### src/rtl/hvac_pkg.sv
// Shared state codes, default thresholds and timer sizing for the HVAC sequencer.
package hvac_pkg;

    localparam logic [1:0] IDLE    = 2'd0;
    localparam logic [1:0] HEAT    = 2'd1;
    localparam logic [1:0] COOL    = 2'd2;
    localparam logic [1:0] LOCKOUT = 2'd3;

    typedef enum logic [1:0] {
        ST_IDLE    = IDLE,
        ST_HEAT    = HEAT,
        ST_COOL    = COOL,
        ST_LOCKOUT = LOCKOUT
    } hvac_state_e;

    localparam logic [4:0]  HEAT_ON_DEF     = 5'd18;
    localparam logic [4:0]  HEAT_OFF_DEF    = 5'd20;
    localparam logic [4:0]  COOL_ON_DEF     = 5'd22;
    localparam logic [4:0]  COOL_OFF_DEF    = 5'd20;
    localparam int unsigned MIN_RUN_DEF     = 8;
    localparam int unsigned MIN_OFF_DEF     = 4;
    localparam int unsigned FAN_OVERRUN_DEF = 2;

    // Bits needed to hold the larger of two dwell lengths minus one, never below 1.
    function automatic int unsigned timer_width(input int unsigned a, input int unsigned b);
        int unsigned m;
        int unsigned w;
        m = (a > b) ? a : b;
        w = $clog2(m);
        return (w < 1) ? 1 : w;
    endfunction

endpackage

### src/rtl/hvac_dwell_timer.sv
// Loadable down-counter that parks at zero; used for dwell and fan-overrun timing.
module dwell_timer #(
    parameter int unsigned WIDTH = 3
) (
    input  logic             clk,
    input  logic             rst_n,
    input  logic             load,
    input  logic [WIDTH-1:0] load_val,
    output logic             zero
);

    logic [WIDTH-1:0] count_reg;

    always_ff @(posedge clk or negedge rst_n) begin
        if (!rst_n) begin
            count_reg <= '0;
        end else if (load) begin
            count_reg <= load_val;
        end else if (count_reg != '0) begin
            count_reg <= count_reg - 1'b1;
        end
    end

    assign zero = (count_reg == '0);

endmodule

### src/rtl/hvac_sequencer.sv
// Thermostat sequencer: hysteresis, minimum run/off times and fan overrun around
// registered heating/cooling/fan drives.
module hvac_sequencer
    import hvac_pkg::*;
#(
    parameter logic [4:0]  HEAT_ON     = HEAT_ON_DEF,
    parameter logic [4:0]  HEAT_OFF    = HEAT_OFF_DEF,
    parameter logic [4:0]  COOL_ON     = COOL_ON_DEF,
    parameter logic [4:0]  COOL_OFF    = COOL_OFF_DEF,
    parameter int unsigned MIN_RUN     = MIN_RUN_DEF,
    parameter int unsigned MIN_OFF     = MIN_OFF_DEF,
    parameter int unsigned FAN_OVERRUN = FAN_OVERRUN_DEF
) (
    input  logic       clk,
    input  logic       rst_n,
    input  logic       enable,
    input  logic [4:0] temperature,
    output logic       heating,
    output logic       cooling,
    output logic       fan,
    output logic [1:0] state,
    output logic       busy
);

    localparam int unsigned TW = timer_width(MIN_RUN, MIN_OFF);
    localparam logic [TW-1:0] RUN_LOAD = TW'(MIN_RUN - 1);
    localparam logic [TW-1:0] OFF_LOAD = TW'(MIN_OFF - 1);
    localparam logic [TW-1:0] FAN_LOAD = (FAN_OVERRUN > 0) ? TW'(FAN_OVERRUN - 1) : '0;
    localparam bit PARAMS_OK = (HEAT_ON <= HEAT_OFF) && (HEAT_OFF <= COOL_OFF) &&
                               (COOL_OFF <= COOL_ON) && (MIN_RUN >= 1) &&
                               (MIN_OFF >= 1) && (FAN_OVERRUN <= MIN_OFF);

    generate
        if (!PARAMS_OK) begin : g_bad_params
            $error("hvac_sequencer: illegal threshold or timing parameters");
        end
    endgenerate

    hvac_state_e state_reg, state_next;
    logic heating_reg, heating_next;
    logic cooling_reg, cooling_next;
    logic fan_reg, fan_next;

    // Timer 0 times the dwell in HEAT/COOL/LOCKOUT, timer 1 the fan overrun.
    logic [1:0]    tmr_load;
    logic [TW-1:0] tmr_load_val [2];
    logic [1:0]    tmr_zero;

    generate
        for (genvar gi = 0; gi < 2; gi++) begin : g_timer
            dwell_timer #(.WIDTH(TW)) u_timer (
                .clk      (clk),
                .rst_n    (rst_n),
                .load     (tmr_load[gi]),
                .load_val (tmr_load_val[gi]),
                .zero     (tmr_zero[gi])
            );
        end
    endgenerate

    always_ff @(posedge clk or negedge rst_n) begin
        if (!rst_n) begin
            state_reg   <= ST_IDLE;
            heating_reg <= 1'b0;
            cooling_reg <= 1'b0;
            fan_reg     <= 1'b0;
        end else begin
            state_reg   <= state_next;
            heating_reg <= heating_next;
            cooling_reg <= cooling_next;
            fan_reg     <= fan_next;
        end
    end

    always_comb begin
        state_next = state_reg;
        case (state_reg)
            ST_IDLE: begin
                if (enable && (temperature < HEAT_ON)) begin
                    state_next = ST_HEAT;
                end else if (enable && (temperature > COOL_ON)) begin
                    state_next = ST_COOL;
                end
            end
            ST_HEAT: begin
                if (!enable || (tmr_zero[0] && (temperature >= HEAT_OFF))) begin
                    state_next = ST_LOCKOUT;
                end
            end
            ST_COOL: begin
                if (!enable || (tmr_zero[0] && (temperature <= COOL_OFF))) begin
                    state_next = ST_LOCKOUT;
                end
            end
            ST_LOCKOUT: begin
                if (tmr_zero[0]) begin
                    state_next = ST_IDLE;
                end
            end
            default: state_next = ST_IDLE;
        endcase
    end

    // Outputs are decided from the next state so they change on the same edge as it.
    always_comb begin
        tmr_load[0]     = (state_next != state_reg) && (state_next != ST_IDLE);
        tmr_load_val[0] = (state_next == ST_LOCKOUT) ? OFF_LOAD : RUN_LOAD;
        tmr_load[1]     = (state_next == ST_LOCKOUT) && (state_reg != ST_LOCKOUT);
        tmr_load_val[1] = FAN_LOAD;

        heating_next = (state_next == ST_HEAT);
        cooling_next = (state_next == ST_COOL);
        fan_next     = heating_next || cooling_next;
        if (state_next == ST_LOCKOUT) begin
            if (tmr_load[1]) begin
                fan_next = (FAN_OVERRUN > 0);
            end else begin
                fan_next = fan_reg && !tmr_zero[1];
            end
        end
    end

    assign heating = heating_reg;
    assign cooling = cooling_reg;
    assign fan     = fan_reg;
    assign state   = state_reg;
    assign busy    = (state_reg != ST_IDLE);

endmodule

### config.mk
export PLATFORM = sky130hd
export DESIGN_NAME = hvac_sequencer
export DESIGN_NICKNAME = d
export VERILOG_FILES = /design/src/rtl/hvac_pkg.sv /design/src/rtl/hvac_dwell_timer.sv /design/src/rtl/hvac_sequencer.sv
export SDC_FILE = /design/constraint.sdc
export NUM_CORES = 1
export LEC_CHECK = 0
export CAP_MARGIN = 10
export CORE_MARGIN = 2
export CORE_UTILIZATION = 45
export DETAILED_ROUTE_END_ITERATION = 16
export GPL_ROUTABILITY_DRIVEN = 0
export PLACE_DENSITY = 0.7
export SYNTH_ARGS = -nofsm -noshare
export SYNTH_HDL_FRONTEND = slang
export SYNTH_HIERARCHICAL = 1
export SYNTH_SLANG_ARGS = --single-unit
### constraint.sdc
create_clock -name clk -period 3.7 [get_ports clk]
set_input_delay 0.74 -clock clk [delete_from_list [all_inputs] [get_ports clk]]
set_output_delay 0.74 -clock clk [all_outputs]
set_load 0.1 [all_outputs]
# After elaboration in Yosys (flattened, before gate mapping)
# Index checks and enable logic that the tools add are counted.
dict set report classes {
  muxes 13
  n_mul 0
  n_lt_le_gt_ge 4
  reduce_logical 21
  shift 0
  n_eq_ne 8
  addsub 2
  bitwise 0
  div 0
}
# cell count
set ops {}
lappend ops {{two-way mux 3 bit} 5}
lappend ops {{two-way mux 2 bit} 5}
lappend ops {{equality test 2 bit, second input constant} 4}
lappend ops {{case mux 2 bit (4 select lines)} 1}
lappend ops {{nonzero test 2 bit} 4}
lappend ops {{logical AND 1 bit} 7}
lappend ops {{logical NOT 3 bit} 2}
lappend ops {{nonzero test 3 bit} 2}
lappend ops {{subtractor 3 x 1 -> 3 bit, second input constant} 2}
lappend ops {{greater-or-equal comparator 5 bit, second input constant} 1}
lappend ops {{> comparator 5 bit, second input constant} 1}
lappend ops {{less-or-equal comparator 5 bit, second input constant} 1}
lappend ops {{< comparator 5 bit, second input constant} 1}
lappend ops {{equality test 2 x 1 -> 1 bit, second input constant} 2}
lappend ops {{logical OR 1 bit} 3}
lappend ops {{logical NOT 1 bit} 2}
lappend ops {{logical NOT 2 bit} 1}
lappend ops {{two-way mux 1 bit} 2}
lappend ops {{!= test 2 bit} 1}
lappend ops {{!= test 2 bit, second input constant} 1}
dict set report totals {
  mem_bits_rw 0
  rom_bits 0
  latchBits 0
  input_bits 8
  out_inout_bits 6
  memories 0
  wordCells 54
  reg_bits 11
}

# Depth between registers and ports, before layout
dict set report logic_depth {
  word_depth 9
  mapped_depth 14
  ltp_nobuf 14
}

# By module
# Netlist, hierarchy kept.
# mod n_inst cells_per_inst seq_area_each_um2 area_per_inst_um2
set modules_own_cells {}
lappend modules_own_cells {hvac_sequencer 1 47 125.1 415.4}
lappend modules_own_cells {dwell_timer 2 21 75.1 201.4}

# Least setup slack after synthesis
# OpenSTA, ideal clock, no wires.
dict set report synth_timing {
  path_kind {register to register}
  from {reg state_reg[1], in the netlist state[1]}
  to {reg g_timer[0].u_timer.count_reg[0]}
  setup_slack_ns 0.752
  required_time_ns 3.596
  arrival_ns 2.844
  period_less_slack_ns 2.948
  stages_incl_launch_ff 11
  setup_ns 0.104
  path_buffers 1
  cell_sequence {dfrtp_1 -> buf_2 -> o21ai_0 -> o311ai_1 -> inv_1 -> ha_1 -> a311oi_1 -> nand2_1 -> o211ai_2 -> nor2b_1 -> a221oi_1}
}
dict set report synth_between {
  word_cells_on_any_way 15
  cone_classes {4 x eq/ne; 7 x mux; 4 x reduce/logical}
}
# item line_no
set synth_lines {}
lappend synth_lines {{from (decl)} hvac_sequencer.sv:39} ;# hvac_state_e state_reg, state_next;
lappend synth_lines {{from (signal assigned)} hvac_sequencer.sv:68} ;# state_reg <= state_next;
lappend synth_lines {{equality test 2 bit (tied with other cells)} hvac_sequencer.sv:77} ;# case (state_reg)
lappend synth_lines {{case mux 2 bit (4 select lines) *} hvac_sequencer.sv:77}
lappend synth_lines {{net state_next[0]} hvac_sequencer.sv:39}
lappend synth_lines {{!= test 2 bit or nonzero test 2 bit (tied branches)} hvac_sequencer.sv:106} ;# tmr_load[0] = (state_next != state_reg) && (state_next != ST_IDLE);
lappend synth_lines {{logical AND 1 bit *} hvac_sequencer.sv:106}
lappend synth_lines {{net tmr_load[0]} hvac_sequencer.sv:45} ;# logic [1:0] tmr_load;
lappend synth_lines {{two-way mux 3 bit or nonzero test 2 bit (tied branches)} -}
lappend synth_lines {{to (signal assigned)} hvac_dwell_timer.sv:18} ;# count_reg <= load_val;
lappend synth_lines {{to (signal assigned)} hvac_dwell_timer.sv:20} ;# count_reg <= count_reg - 1'b1;
lappend synth_lines {{to (decl)} hvac_dwell_timer.sv:12} ;# logic [WIDTH-1:0] count_reg;
# The timed path passes the listed nets; every way through them passes the cells marked *.
# A chain may end at the register's enable or synchronous reset.

# Final worst setup path
dict set report layout_timing {
  from {in temperature[1]}
  to {reg g_timer[0].u_timer.count_reg[1]}
}
dict set report layout_between {
  elab_chain_cells 8
  word_cells_on_any_way 20
  cone_classes {4 x order compare; 1 x eq/ne; 6 x mux; 9 x reduce/logical}
}
# item line_no
set layout_rtl {}
lappend layout_rtl {{from (decl)} hvac_sequencer.sv:17} ;# input logic [4:0] temperature,
lappend layout_rtl {{> comparator 5 bit (tied with other cells)} hvac_sequencer.sv:81} ;# end else if (enable && (temperature > COOL_ON)) begin
lappend layout_rtl {{logical AND 1 bit (on tied branches)} {hvac_sequencer.sv:81, hvac_sequencer.sv:86, hvac_sequencer.sv:91}}
lappend layout_rtl {{two-way mux 2 bit (tied with other cells)} hvac_sequencer.sv:81}
lappend layout_rtl {{two-way mux 2 bit (on tied branches)} {hvac_sequencer.sv:79, hvac_sequencer.sv:86, hvac_sequencer.sv:91}}
lappend layout_rtl {{case mux 2 bit (4 select lines) *} hvac_sequencer.sv:77}
lappend layout_rtl {{net state_next[0]} hvac_sequencer.sv:39}
lappend layout_rtl {{!= test 2 bit or nonzero test 2 bit (tied branches)} hvac_sequencer.sv:106}
lappend layout_rtl {{logical AND 1 bit *} hvac_sequencer.sv:106}
lappend layout_rtl {{net tmr_load[0]} hvac_sequencer.sv:45}
lappend layout_rtl {{two-way mux 3 bit or nonzero test 2 bit (tied branches)} -}
# Marks and branches as above.

==> impl_results.md <==
- Outcome: finished clean
- Clock Path Buffers: 2
- CTS buffer count: 3
- Cts hold-fix bufs: 0
- Final min period: between 3 and 4 ns
- Syn Area/Cell: between 9 and 10 um^2
- WP buf/inv: 3
- CP max-delay cell: o311ai_1
- Critical path cell sequence: clkdlybuf4s50_1 -> nor3_1 -> nor3_1 -> o311ai_1 -> inv_1 -> ha_1 -> a311oi_1 -> nand2_1 -> o211ai_2 -> inv_1 -> a311oi_1
- Detailed placement HPWL: around 1200 um
- XOR/XNOR share of the synthesized area: 0%
- Area of the die: around 0.0022 mm^2
- Worst slew pin tran: just under 1 ns
- CP Capture Type: flip-flop
- H-Tree Level Count: 1
- Largest net degree at the start of global routing: 13
- Filler instances: around 160
- Post-Synth Adder-Cell Area: between 10% and 20%
- Type of the worst min-delay path: flip-flop to flip-flop
- Mapped Area: around 820 um^2
- Simple-gate share of the synthesized area: about a quarter
- Tot GR Track Use: roughly 17%
- Endpoints failing setup: 0
- Post-CTS setup buffers: 0
- Starting Density: between 40 and 50%
- Setup TNS Final: 0 ns
- Max Slew Vio Count: 0
- CTS tree: done
- Clk slew on worst S/H paths: around 0.07 ns
- Drt pass-1 iters: 4
- Vias per cell: about 5
- Lkg Pwr: between 0.4 and 0.5 nW
- Antenna cells: 0
- Via count: between 600 and 700
- Initial DRC count: 7
- Routed WL per cell: about 12 um
- Number of enable flip-flop cells after synthesis: 0
- Area of the core: about 0.0017 mm^2
- CTS Root Cell: clkbuf_4
- Most used flip-flop cell after synthesis: dfrtp_1
- Drt drc: 0
- Register bit total from synthesis: 11
- Die height: approximately 47 um
- Crit start category: primary input
- Critical path's top delay family: compound AO/OA/AOI/OAI gates
- Final Hold Fails: 0
- Ys async rst share: 100.0%
- Finished Core Util: between 50% and 60%
- Grt total ovfl: 0
- Number of global-route vias before repair: ~620
- I/O pins: 14
- Power per cell area: around 900 mW/mm^2
- Max reg flops: 6
- Critical path arrival: 3.31 ns
- Final wirelength: 1564 um
- Post-Synthesis Cells: ~90
- Seq/Total Area, Yosys: 33.64%
- Worst Clk Skew: about 0.0045 ns
- TritonCTS Sinks: 11
- CP max FO: 7
- Chip Width: between 40 and 50 um
- Ratio of cells with drive above 1 in the final layout: 8.411%
- Net count, final: roughly 120
- Synth cell types: 32
- Maximum clock frequency: about 0.32 GHz
- Max Cap Viol: 0
- Synth-to-layout area growth: 22.48%
- Antenna Nets Post-Route: 0
- RSZ-0062 raised after global routing: false
- Period utilization: 85.15%
- Slowest stage delay, CP: approximately 0.51 ns
- Row cnt: 15
- Critical path class: primary input to flip-flop
- Yosys warns: 6
- Post-synthesis mux area share: 0%
- CP required: between 3 and 4 ns
- Initial antenna violation count: 0
- Worst R2R Setup Slack: about 0.70 ns
- CTS resizes: 0
- Global-route wire length before repair: between 2000 and 3000 um
- Relative slew slack: around a third
- Compound-Gate Fraction of Synth Area: roughly 22%
- Worst skew pair latency: ~0.26 ns
- I/O Buffers: 13
- Combinational family with the most area after synthesis: simple AND/OR/NAND/NOR gates
- VDD IR max: ~0.49 mV
==> worst reg2reg max path, stage by stage, from the launching register on <==
cell and delay [ns]:
dfrtp_1 0.40, inv_1 0.09, ha_1 0.22, nand2b_1 0.11, inv_1 0.15, o21ai_0 0.14, o311ai_1 0.51, inv_1 0.13
ha_1 0.27, a311oi_1 0.25, nand2_1 0.10, o211ai_2 0.16, inv_1 0.14, a311oi_1 0.24
==> report_power, final <==
| part | switching (mW) | total (mW) | internal [mW] |
|---|---|---|---|
| Sequential | 0.0570 | 0.240 | 0.183 |
| Clock | 0.0376 | 0.0792 | 0.0416 |
| Combinational | 0.384 | 0.591 | 0.207 |
==> final cells by class <==
cell class / instances / area, um^2 / area share (%)
well taps: 25 / 31.28 / 3.121
clock buffers: 4 / 26.28 / 2.622
multi-input cells: 66 / 495.5 / 49.44
inverters: 13 / 48.80 / 4.869
flip-flops and latches: 11 / 275.3 / 27.47
repair buffers: 13 / 125.1 / 12.48
==> routing by layer <==
| layer | up-vias | routed length (um) | global-route usage [%] |
|---|---|---|---|
| met3 | 2 | 38 | 2.353 |
| met2 | 11 | 831 | 31.11 |
| met5 | - | 0 | 0 |
| met4 | 0 | 12 | 6.667 |
| met1 | 320 | 681 | 19.95 |
| li1 | 347 | - | - |
==> worst paths after layout <==
path	start	end	depth (start not counted)
worst max register to register	g_timer[0].u_timer/count_reg[1]	g_timer[0].u_timer/count_reg[1]	13
max in group asynchronous	rst_n	g_timer[1].u_timer/count_reg[1]	1
worst min-delay path	fan	fan	3
worst min register to register	fan	fan	3
min in group asynchronous	rst_n	g_timer[0].u_timer/count_reg[2]	1
worst max-delay path	temperature[1]	g_timer[0].u_timer/count_reg[1]	11
==> synth_stat cells, types with 3 or more instances <==
cell	instances	area, um^2
a311oi_1	3	26.28
nor2_1	3	11.26
dfrtp_1	11	275.3
ha_1	8	100.1
nand2_1	6	22.52
a31oi_1	3	18.77
nor2b_1	7	43.79
nor4b_1	4	35.03
inv_1	13	48.80
==> metrics by stage <==
step | power, mW | hold slack [ns] | setup slack, ns | area, um^2 | instances
floorplan | 0.6985 | 0.4444 | 0.7518 | 829.5 | 92
global placement | 0.8076 | 0.5876 | 0.3790 | 975.9 | 128
detailed placement | 0.8283 | 0.5986 | 0.2863 | 975.9 | 128
CTS | 0.9145 | 0.6150 | 0.5601 | 1002 | 132
global route | 0.9783 | 0.6685 | 0.3081 | 1002 | 132
finish | 0.9095 | 0.6151 | 0.5493 | 1002 | 132
==> cells in the final DEF, fill, tap and decap left out, types with 4 or more instances in the layout <==
cell	instances
conb_1	5
clkdlybuf4s50_1	11
nor2b_1	7
ha_1	8
nand2_1	6
dfrtp_1	11
inv_1	13
nor4b_1	4
==> logic make-up after synthesis <==
family,count (synthesis)
and+or+nand+nor,32
AOI/OAI and AO/OA,21
buffers and inverters,15
DFF,11
adders and majority gates,8
other,2
(Power assumes the default switching activity.)
